<file path="src/rtl/mem_arbiter.sv">
// rtl/mem_arbiter.sv - two-port round-robin arbiter in front of a single data-memory port
// Optional: MEM_ARB_FIXED_PRIO_EN selects fixed priority (port 0 always wins ties).
module mem_arbiter #(
    parameter int ADDR_WIDTH = 64,
    parameter int DATA_WIDTH = 64
) (
    input  logic                  clk,
    input  logic                  resetN,
    input  logic                  req0,
    input  logic                  write0,
    input  logic [ADDR_WIDTH-1:0] addr0,
    input  logic [DATA_WIDTH-1:0] wdata0,
    output logic                  ack0,
    output logic                  rvalid0,
    output logic [DATA_WIDTH-1:0] rdata0,
    input  logic                  req1,
    input  logic                  write1,
    input  logic [ADDR_WIDTH-1:0] addr1,
    input  logic [DATA_WIDTH-1:0] wdata1,
    output logic                  ack1,
    output logic                  rvalid1,
    output logic [DATA_WIDTH-1:0] rdata1,
    output logic                  MemRead,
    output logic                  MemWrite,
    output logic [ADDR_WIDTH-1:0] memAddr,
    output logic [DATA_WIDTH-1:0] memWdata,
    input  logic [DATA_WIDTH-1:0] memRdata
);

    typedef enum logic [1:0] {
        IDLE  = 2'd0,
        ISSUE = 2'd1,
        RDATA = 2'd2
    } state_t;

    state_t                state_q;
    logic                  last_grant_q;
    logic                  owner_q;
    logic                  write_q;
    logic                  ack0_q;
    logic                  ack1_q;
    logic                  rvalid0_q;
    logic                  rvalid1_q;
    logic                  mem_read_q;
    logic                  mem_write_q;
    logic [ADDR_WIDTH-1:0] mem_addr_q;
    logic [DATA_WIDTH-1:0] mem_wdata_q;
    logic [DATA_WIDTH-1:0] rdata0_q;
    logic [DATA_WIDTH-1:0] rdata1_q;

    logic                  grant_valid_d;
    logic                  grant_port_d;
    logic                  grant_write_d;
    logic [ADDR_WIDTH-1:0] grant_addr_d;
    logic [DATA_WIDTH-1:0] grant_wdata_d;

    // Arbitration decision; only acted upon while IDLE.
    always_comb begin
        grant_valid_d = req0 | req1;
`ifdef MEM_ARB_FIXED_PRIO_EN
        grant_port_d  = !req0;
`else
        grant_port_d  = (req0 && req1) ? !last_grant_q : req1;
`endif
        grant_write_d = grant_port_d ? write1 : write0;
        grant_addr_d  = grant_port_d ? addr1  : addr0;
        grant_wdata_d = grant_port_d ? wdata1 : wdata0;
    end

    always_ff @(posedge clk or negedge resetN) begin
        if (!resetN) begin
            state_q      <= IDLE;
            last_grant_q <= 1'b1;
            owner_q      <= 1'b0;
            write_q      <= 1'b0;
            ack0_q       <= 1'b0;
            ack1_q       <= 1'b0;
            rvalid0_q    <= 1'b0;
            rvalid1_q    <= 1'b0;
            mem_read_q   <= 1'b0;
            mem_write_q  <= 1'b0;
            mem_addr_q   <= '0;
            mem_wdata_q  <= '0;
            rdata0_q     <= '0;
            rdata1_q     <= '0;
        end else begin
            ack0_q      <= 1'b0;
            ack1_q      <= 1'b0;
            rvalid0_q   <= 1'b0;
            rvalid1_q   <= 1'b0;
            mem_read_q  <= 1'b0;
            mem_write_q <= 1'b0;
            case (state_q)
                IDLE: begin
                    if (grant_valid_d) begin
                        owner_q     <= grant_port_d;
                        write_q     <= grant_write_d;
                        mem_addr_q  <= grant_addr_d;
                        mem_wdata_q <= grant_wdata_d;
                        mem_write_q <= grant_write_d;
                        mem_read_q  <= !grant_write_d;
                        ack0_q      <= !grant_port_d;
                        ack1_q      <= grant_port_d;
                        state_q     <= ISSUE;
                    end
                end
                ISSUE: begin
                    last_grant_q <= owner_q;
                    if (write_q) begin
                        state_q <= IDLE;
                    end else begin
                        rvalid0_q <= !owner_q;
                        rvalid1_q <= owner_q;
                        state_q   <= RDATA;
                    end
                end
                RDATA: begin
                    if (owner_q) begin
                        rdata1_q <= memRdata;
                    end else begin
                        rdata0_q <= memRdata;
                    end
                    state_q <= IDLE;
                end
                default: state_q <= IDLE;
            endcase
        end
    end

    // Read data passes straight through to the owner during RDATA, then holds.
    assign rdata0   = (state_q == RDATA && !owner_q) ? memRdata : rdata0_q;
    assign rdata1   = (state_q == RDATA &&  owner_q) ? memRdata : rdata1_q;
    assign ack0     = ack0_q;
    assign ack1     = ack1_q;
    assign rvalid0  = rvalid0_q;
    assign rvalid1  = rvalid1_q;
    assign MemRead  = mem_read_q;
    assign MemWrite = mem_write_q;
    assign memAddr  = mem_addr_q;
    assign memWdata = mem_wdata_q;

endmodule

</file>
<file path="config.mk">
export PLATFORM = sky130hd
export DESIGN_NAME = mem_arbiter
export DESIGN_NICKNAME = d
export VERILOG_FILES = /design/src/rtl/mem_arbiter.sv
export SDC_FILE = /design/constraint.sdc
export NUM_CORES = 1
export LEC_CHECK = 0
export ABC_AREA = 1
export CAP_MARGIN = 10
export CORE_AREA = 5 5 222 224
export CTS_CLUSTER_DIAMETER = 40
export DETAILED_ROUTE_END_ITERATION = 6
export DIE_AREA = 0 0 227 229
export DONT_BUFFER_PORTS = 1
export GPL_ROUTABILITY_DRIVEN = 0
export MAX_ROUTING_LAYER = met4
export SYNTH_ARGS = -nofsm -noshare
export SYNTH_HDL_FRONTEND = slang
export SYNTH_SLANG_ARGS = --single-unit
</file>
<file path="constraint.sdc">
create_clock -name clk -period 3.5 [get_ports clk]
set_clock_uncertainty 0.05 [all_clocks]
set_input_delay 0.525 -clock clk [delete_from_list [all_inputs] [get_ports clk]]
set_output_delay 0.525 -clock clk [all_outputs]
set_load 0.01 [all_outputs]
</file>
### After elaboration in Yosys (flattened, before gate mapping)

Index checks and enable logic that the tools add are counted.

* multiplexer cells: 21
* bitwise gates (word level): 2
* equality and inequality tests: 3
* reduce and logical (&&, ||, !) cells: 11

Operators with widths (number)
* 2-to-1 mux 64 bit: 4
* 2-to-1 mux 1 bit: 14
* AND reduction 2 bit: 3
* logical NOT 1 bit: 4
* 2-to-1 mux 2 bit: 2
* case mux 2 bit (2 select lines): 1
* logical AND 1 bit: 3
* equality test 2 x 1 -> 1 bit (second input constant): 1
* equality test 2 bit (second input constant): 1
* logical NOT 2 bit: 1
* inequality test 2 bit (second input constant): 1
* NOT 1 bit: 1
* OR 1 bit: 1

* flip-flop bits (word level): 267
* word-level logic and storage cells: 51
* output and inout port bits: 262

### Logic depth before layout (Yosys ltp)

Gate-level depths: netlist of the first run.

* word-level depth: 6
* depth in mapped cells: 7

### Worst setup path before layout of the first run

Ideal clock, no wire load.

* path type: reg-to-output
* from: register state_q[0]
* to: output port rdata1[0]
* arrival time: 1201 ps
* stages on the path, launching flop included: 6
* path slack: 1724 ps
* cells stage by stage: dfrtp_1 inv_1 nand3_1 buf_2 clkbuf_1 o21ai_0

* word-level cells in the longest chain between the ends: 3

Ends and longest elaborated chain
* from (decl): RTL line 36 `state_t state_q;`
* from (signal assigned): RTL line 72 `state_q <= IDLE;`
* from (signal assigned): RTL line 104 `state_q <= ISSUE;`
* from (signal assigned): RTL line 110 `state_q <= IDLE;`
* equality test 2 bit: RTL line 132 `assign rdata1 = (state_q == RDATA && owner_q) ? memRdata : rdata1_q;`
* logical AND 1 bit: RTL line 132
* 2-to-1 mux 64 bit: RTL line 132
* to (decl): RTL line 22 `output logic [DATA_WIDTH-1:0] rdata1,`

No other way between the ends.

### Worst setup path after layout of the first run

* from: register state_q[0]
* to: output port rdata1[41]

The elaborated chain is that of the path after synthesis.

==> impl_metrics.env, run 1 <==
export IMPL_postCtsSetupBuffers=0
export IMPL_clock_latency_ns=0.54
export IMPL_drtAntennaViolNets=0
export IMPL_clock_sinks=267
export IMPL_synthTopCellsByArea="dfrtp_1 (54%), nand2_1 (16%), nand3_1 (11%), inv_1 (9.9%), o21ai_0 (5.2%)"
export IMPL_min_period_ns=3.09
export IMPL_synth_area_um2=12300
export IMPL_synth_edf_count=0
export IMPL_drtIter0Drc=570
export IMPL_post_dp_cell_area_um2=12900
export IMPL_power_frac_seq_pct=40.5
export IMPL_syn_to_final_growth_pct=17.5
export IMPL_hp_class="in -> async"
export IMPL_yosys_warnings=0
export IMPL_via_count=10068
export IMPL_die_y_um=229
export IMPL_port_buffers=0
export IMPL_dr_pass1_iters=5
export IMPL_hpwl_um=27400
export IMPL_core_um2=47100
export IMPL_slew_headroom_pct=25.4
export IMPL_synthFlopType="dfrtp_1"
export IMPL_grt_total_usage_pct=14.0
export IMPL_hold_violations=267
export IMPL_cts_max_level=2
export IMPL_ir_drop_mv=0.638
export IMPL_place_inst=2145
export IMPL_die_w_um=227
export IMPL_cts_resized=0
export IMPL_post_route_period_util_pct=88.3
export IMPL_synthTopCellsByCount="nand2_1 (519), inv_1 (326), dfrtp_1 (266)"
export IMPL_fill_cells=4966
export IMPL_grt_max_degree=268
export IMPL_ctsRootBufferMaster="clkbuf_16"
export IMPL_finalSetupViolations=0
export IMPL_timing_hold_ws_ns=-0.383
export IMPL_fmax_mhz=324
export IMPL_gr_total_overflow=0
export IMPL_grt_pass1_wl_um=56500
export IMPL_outcome="finished with violations"
export IMPL_final_nets=1904
export IMPL_violations="hold timing"
export IMPL_clk_pin_slew_ns=0.06
export IMPL_stdcell_area_um2=14500
export IMPL_ys_seq_area_share_pct=54.2
export IMPL_final_cells=2231
export IMPL_initial_core_util_pct=26.2
export IMPL_cp_arrival_ns=2.52
export IMPL_start_kind="register"
export IMPL_cts_buffers=45
export IMPL_criticalPathCategory="reg -> out"
export IMPL_critPathCaptureType="primary output"
export IMPL_p_comb_share_pct=28.7
export IMPL_synthCells=1613
export IMPL_yosysMostFrequentCell="nand2_1"
export IMPL_p_leak_nw=8.12
export IMPL_cts_tree="done"
export IMPL_p_switching_mw=6.01
export IMPL_rsz0062_at_grt="false"
export IMPL_drt_vias_per_instance=4.51
export IMPL_die_area_um2=52000
export IMPL_rows=80
export IMPL_grt_pass1_vias=10131
export IMPL_pin_count=588
export IMPL_postCtsHoldBufs=1
export IMPL_p_int_mw=8.78
export IMPL_total_power_mw=14.8
export IMPL_syn_area_per_cell_um2=7.64
export IMPL_setup_tns_ns=0
export IMPL_yosys_cell_types_count=16
export IMPL_worstPathRequired_ns=2.92
export IMPL_pwr_share_clk_pct=30.7
export IMPL_yosysTopAreaCell="dfrtp_1"
export IMPL_wl_per_cell_um=17.0
export IMPL_drc=0
export IMPL_max_cap_viol_count=0
export IMPL_netlist_area_leader_share_pct=54.0
export IMPL_p_sw_share_pct=40.6
export IMPL_ys_seq_elements=267
export IMPL_drive_gt1_share_pct=6.38
export IMPL_async_reset_ff_share_pct=100
export IMPL_antenna_found_initial=1
export IMPL_powerDensity_nw_per_um2=1020
export IMPL_clockBufferDepth=3
export IMPL_drv_slew=0
export IMPL_syn_nets=1939
export IMPL_crit_path_max_fanout=73
export IMPL_wirelength_um=37800
export IMPL_worst_pin_slew_ns=1.12
## cell type report
class	instances	area (um^2)	share of cell area (%)
sequential	267	6680	46.1
antenna	1	2.50	0.0173
clock buffer	55	1230	8.52
clock inverter	29	358	2.47
multi-input combinational	921	4010	27.7
timing repair buffer	17	205	1.42
tap	615	769	5.31
inverter	326	1220	8.45
## layer usage
layer  vias to the layer above  track usage [%]  part of all wire (%)
li1                       4811                -                     -
met1                      4656             15.8                    38
met2                       504             22.3                    46
met3                        97             4.81                    11
met4                         0             6.43                   4.6
met5                         -                -                     0
## stage by stage
stage                     util (%)  worst slack, ns  hold slack (ns)
after global routing          30.7            0.204           -0.421
after global placement        27.3             1.02            0.186
after detailed placement      27.3            0.998            0.186
final                         30.7            0.410           -0.383
after CTS                     30.7            0.381           -0.422
after floorplan                  -             1.72            0.179
## final timing paths
check                           start            to  slack [ns]  cells after the start
setup / recovery           state_q[0]    rdata1[41]        0.41                      4
hold / removal                 resetN  rdata0_q[13]       -0.38                      0
setup reg to reg              owner_q  rdata0_q[44]        1.25                      4
hold reg to reg               write_q    state_q[1]        0.41                      1
max in group asynchronous      resetN  rdata0_q[22]        2.85                      0
min in group clk             addr0[1]    memAddr[1]        0.14                      4
## power groups by stage
stage / registers [mW] / clock network (mW) / logic [mW]
floorplan: 5.62 / 0 / 3.36
global placement: 6.05 / 0 / 4.18
detailed placement: 6.03 / 0 / 4.33
CTS: 6.02 / 4.68 / 4.33
global route: 6.16 / 4.83 / 4.85
finish: 6.00 / 4.55 / 4.25
## critical path: stages (launching register included)
cell     delay, ns
dfrtp_1       0.39
inv_1         0.17
nand3_4       0.37
buf_4         0.45
o21ai_0       0.51
## cell families (layout without fill, tap and decap cells)
kind of cell	Yosys count	in the layout	synth area share, %
buffers and inverters	425	427	13.6
AO/OA/AOI/OAI	133	133	5.49
other	0	1	0
flip-flops	267	267	54.2
AND/OR/NAND/NOR	788	788	26.7
## registers in the layout, summed over array words and instances (netlist names)
name,flops
MemRead,1
MemWrite,1
ack0,1
ack1,1
last_grant_q,1
memAddr,64
memWdata,64
owner_q,1
rdata0_q,64
rdata1_q,64
rvalid0,1
rvalid1,1
state_q,2
write_q,1
## placed cells by master, fill, tap and decap left out, types with 4 or more instances in the layout
cell        count
nor2_1          4
clkbuf_16      46
dfrtp_1       266
clkbuf_1        4
inv_1         326
nand2_1       519
nand3_1       258
bufinv_16       5
buf_12          6
clkinvlp_4      6
clkinv_2        7
o21ai_0       129
inv_8           5
clkbuf_8        5
buf_4          10
No activity file was read; power rests on OpenSTA's default activity.
==> inputs of run 2 (changes only) <==
Settings changed: CTS_BUF_LIST set to sky130_fd_sc_hd__clkbuf_4, MAX_ROUTING_LAYER met4 to not set.
==> impl_metrics.env, run 2 (synthesized netlist as in run 1, its figures left out) <==
export IMPL_pwr_share_clk_pct=21.2
export IMPL_timing_hold_ws_ns=-0.584
export IMPL_die_area_um2=52000
export IMPL_max_cap_viol_count=0
export IMPL_outcome="finished with violations"
export IMPL_final_util_pct=36.2
export IMPL_initial_core_util_pct=26.2
export IMPL_slew_headroom_pct=32.7
export IMPL_clock_latency_ns=0.74
export IMPL_drive_gt1_share_pct=7.26
export IMPL_cts_tree="done"
export IMPL_hp_class="in -> async"
export IMPL_dr_pass1_iters=5
export IMPL_post_dp_cell_area_um2=12900
export IMPL_worstPathRequired_ns=2.92
export IMPL_grt_pass1_wl_um=66000
export IMPL_start_kind="register"
export IMPL_post_route_period_util_pct=94.6
export IMPL_antenna_found_initial=1
export IMPL_drt_vias_per_instance=4.64
export IMPL_violations="hold timing"
export IMPL_clockBufferDepth=3
export IMPL_grt_total_usage_pct=15.9
export IMPL_die_w_um=227
export IMPL_cp_cell_sequence="inv_1 > nand3_4 > buf_4 > o21ai_0"
export IMPL_drv_slew=0
export IMPL_clock_sinks=267
export IMPL_cp_arrival_ns=2.74
export IMPL_syn_to_final_growth_pct=38.5
export IMPL_ir_drop_mv=0.484
export IMPL_hold_violations=267
export IMPL_p_sw_share_pct=42.3
export IMPL_core_um2=47100
export IMPL_p_switching_mw=6.10
export IMPL_ctsRootBufferMaster="clkbuf_4"
export IMPL_final_common_cell="nand2_1"
export IMPL_p_leak_nw=9.06
export IMPL_crit_path_max_fanout=73
export IMPL_rows=80
export IMPL_rsz0062_at_grt="true"
export IMPL_power_frac_seq_pct=41.8
export IMPL_final_cells=2600
export IMPL_fmax_mhz=302
export IMPL_p_int_mw=8.32
export IMPL_worst_pin_slew_ns=1.01
export IMPL_drc=0
export IMPL_pin_count=588
export IMPL_wirelength_um=43600
export IMPL_wl_per_cell_um=16.8
export IMPL_total_power_mw=14.4
export IMPL_powerDensity_nw_per_um2=844
export IMPL_postCtsHoldBufs=314
export IMPL_fill_cells=4574
export IMPL_hpwl_um=27400
export IMPL_drtAntennaViolNets=0
export IMPL_mostFrequentLayoutCells="nand2_1 (519), inv_1 (326), dlygate4sd3_1 (313)"
export IMPL_critPathCaptureType="primary output"
export IMPL_cts_max_level=3
export IMPL_final_nets=2251
export IMPL_stdcell_area_um2=17100
export IMPL_clk_pin_slew_ns=0.06
export IMPL_postCtsSetupBuffers=0
export IMPL_finalSetupViolations=0
export IMPL_slowest_delay_ns=0.54
export IMPL_place_inst=2145
export IMPL_crit_slowest_cell="o21ai_0"
export IMPL_drtIter0Drc=656
export IMPL_die_y_um=229
export IMPL_grt_pass1_vias=12590
export IMPL_cts_buffers=79
export IMPL_criticalPathCategory="reg -> out"
export IMPL_via_count=12063
export IMPL_gr_total_overflow=0
export IMPL_p_comb_share_pct=37.1
export IMPL_grt_max_degree=268
export IMPL_port_buffers=0
export IMPL_min_period_ns=3.31
-- run 2: cell count changes in the layout (fill, tap and decap cells not counted), sizes merged --
cell	delta
dlygate4sd3	+312
clkbuf	+53
clkinv	+15
clkinvlp	-5
inv	-5
bufinv	-2
buf	+1
-- run 2: power by group through the flow --
stage	combinational, mW	clock [mW]	sequential, mW
2_1_floorplan	3.36	0	5.62
3_3_place_gp	4.18	0	6.05
3_5_place_dp	4.33	0	6.03
4_1_cts	5.27	3.19	6.02
5_1_grt	5.95	3.37	6.17
6_report	5.34	3.05	6.02
-- run 2: worst max-delay path: cells and delay by family (launching register included) --
kind | cells | cell delay, ns
compound gates | 1 | 0.54
simple gates | 1 | 0.36
buf+inv | 2 | 0.62
flops | 1 | 0.39
-- run 2: metrics by stage --
step	setup slack, ns	setup TNS, ns
floorplan	1.72	0
global placement	1.02	0
detailed placement	0.998	0
CTS	0.0420	0
global route	-0.0927	-1.82
finish	0.187	0
-- run 2: timing repair --
item | in CTS | in global routing
setup endpoints to repair | 0 | 63
resized for setup | 0 | 2
hold endpoints to repair | 493 | 267
-- run 2: worst paths after layout --
kind,start,slack (ns),depth (start not counted),endpoint
setup / recovery,state_q[0],0.19,4,rdata1[34]
hold / removal,resetN,-0.58,0,rdata0_q[14]
setup reg to reg,last_grant_q,1.07,7,memAddr[17]
hold reg to reg,write_q,0.42,1,state_q[1]
max in group asynchronous,resetN,3.30,0,memAddr[58]
min in group clk,memRdata[18],0.17,2,rdata1_q[18]
-- run 2: area by class of cell --
| type | count | area [um^2] | area share (%) |
|---|---|---|---|
| multi-input cells | 921 | 4010 | 23.5 |
| inverters | 326 | 1220 | 7.17 |
| flip-flops and latches | 267 | 6680 | 39.1 |
| well taps | 615 | 769 | 4.51 |
| repair buffers | 330 | 3360 | 19.7 |
| diodes | 1 | 2.50 | 0.0147 |
| clock buffers | 108 | 811 | 4.75 |
| clock inverters | 32 | 219 | 1.28 |
-- run 2: routing by layer --
layer	part of all wire, %	track usage [%]	vias to the layer above	wire length, um
met2	48	27.0	757	20800
met4	5.6	9.90	0	2440
li1	-	-	5545	-
met5	0	0	-	0
met3	11	5.81	151	5000
met1	35	16.5	5610	15300
==> inputs of run 3 (changes only) <==
Settings changed: SKIP_LAST_GASP set to 1.
==> results of run 3 <==
Final layout, timing and power as in run 2 (identical DEF).
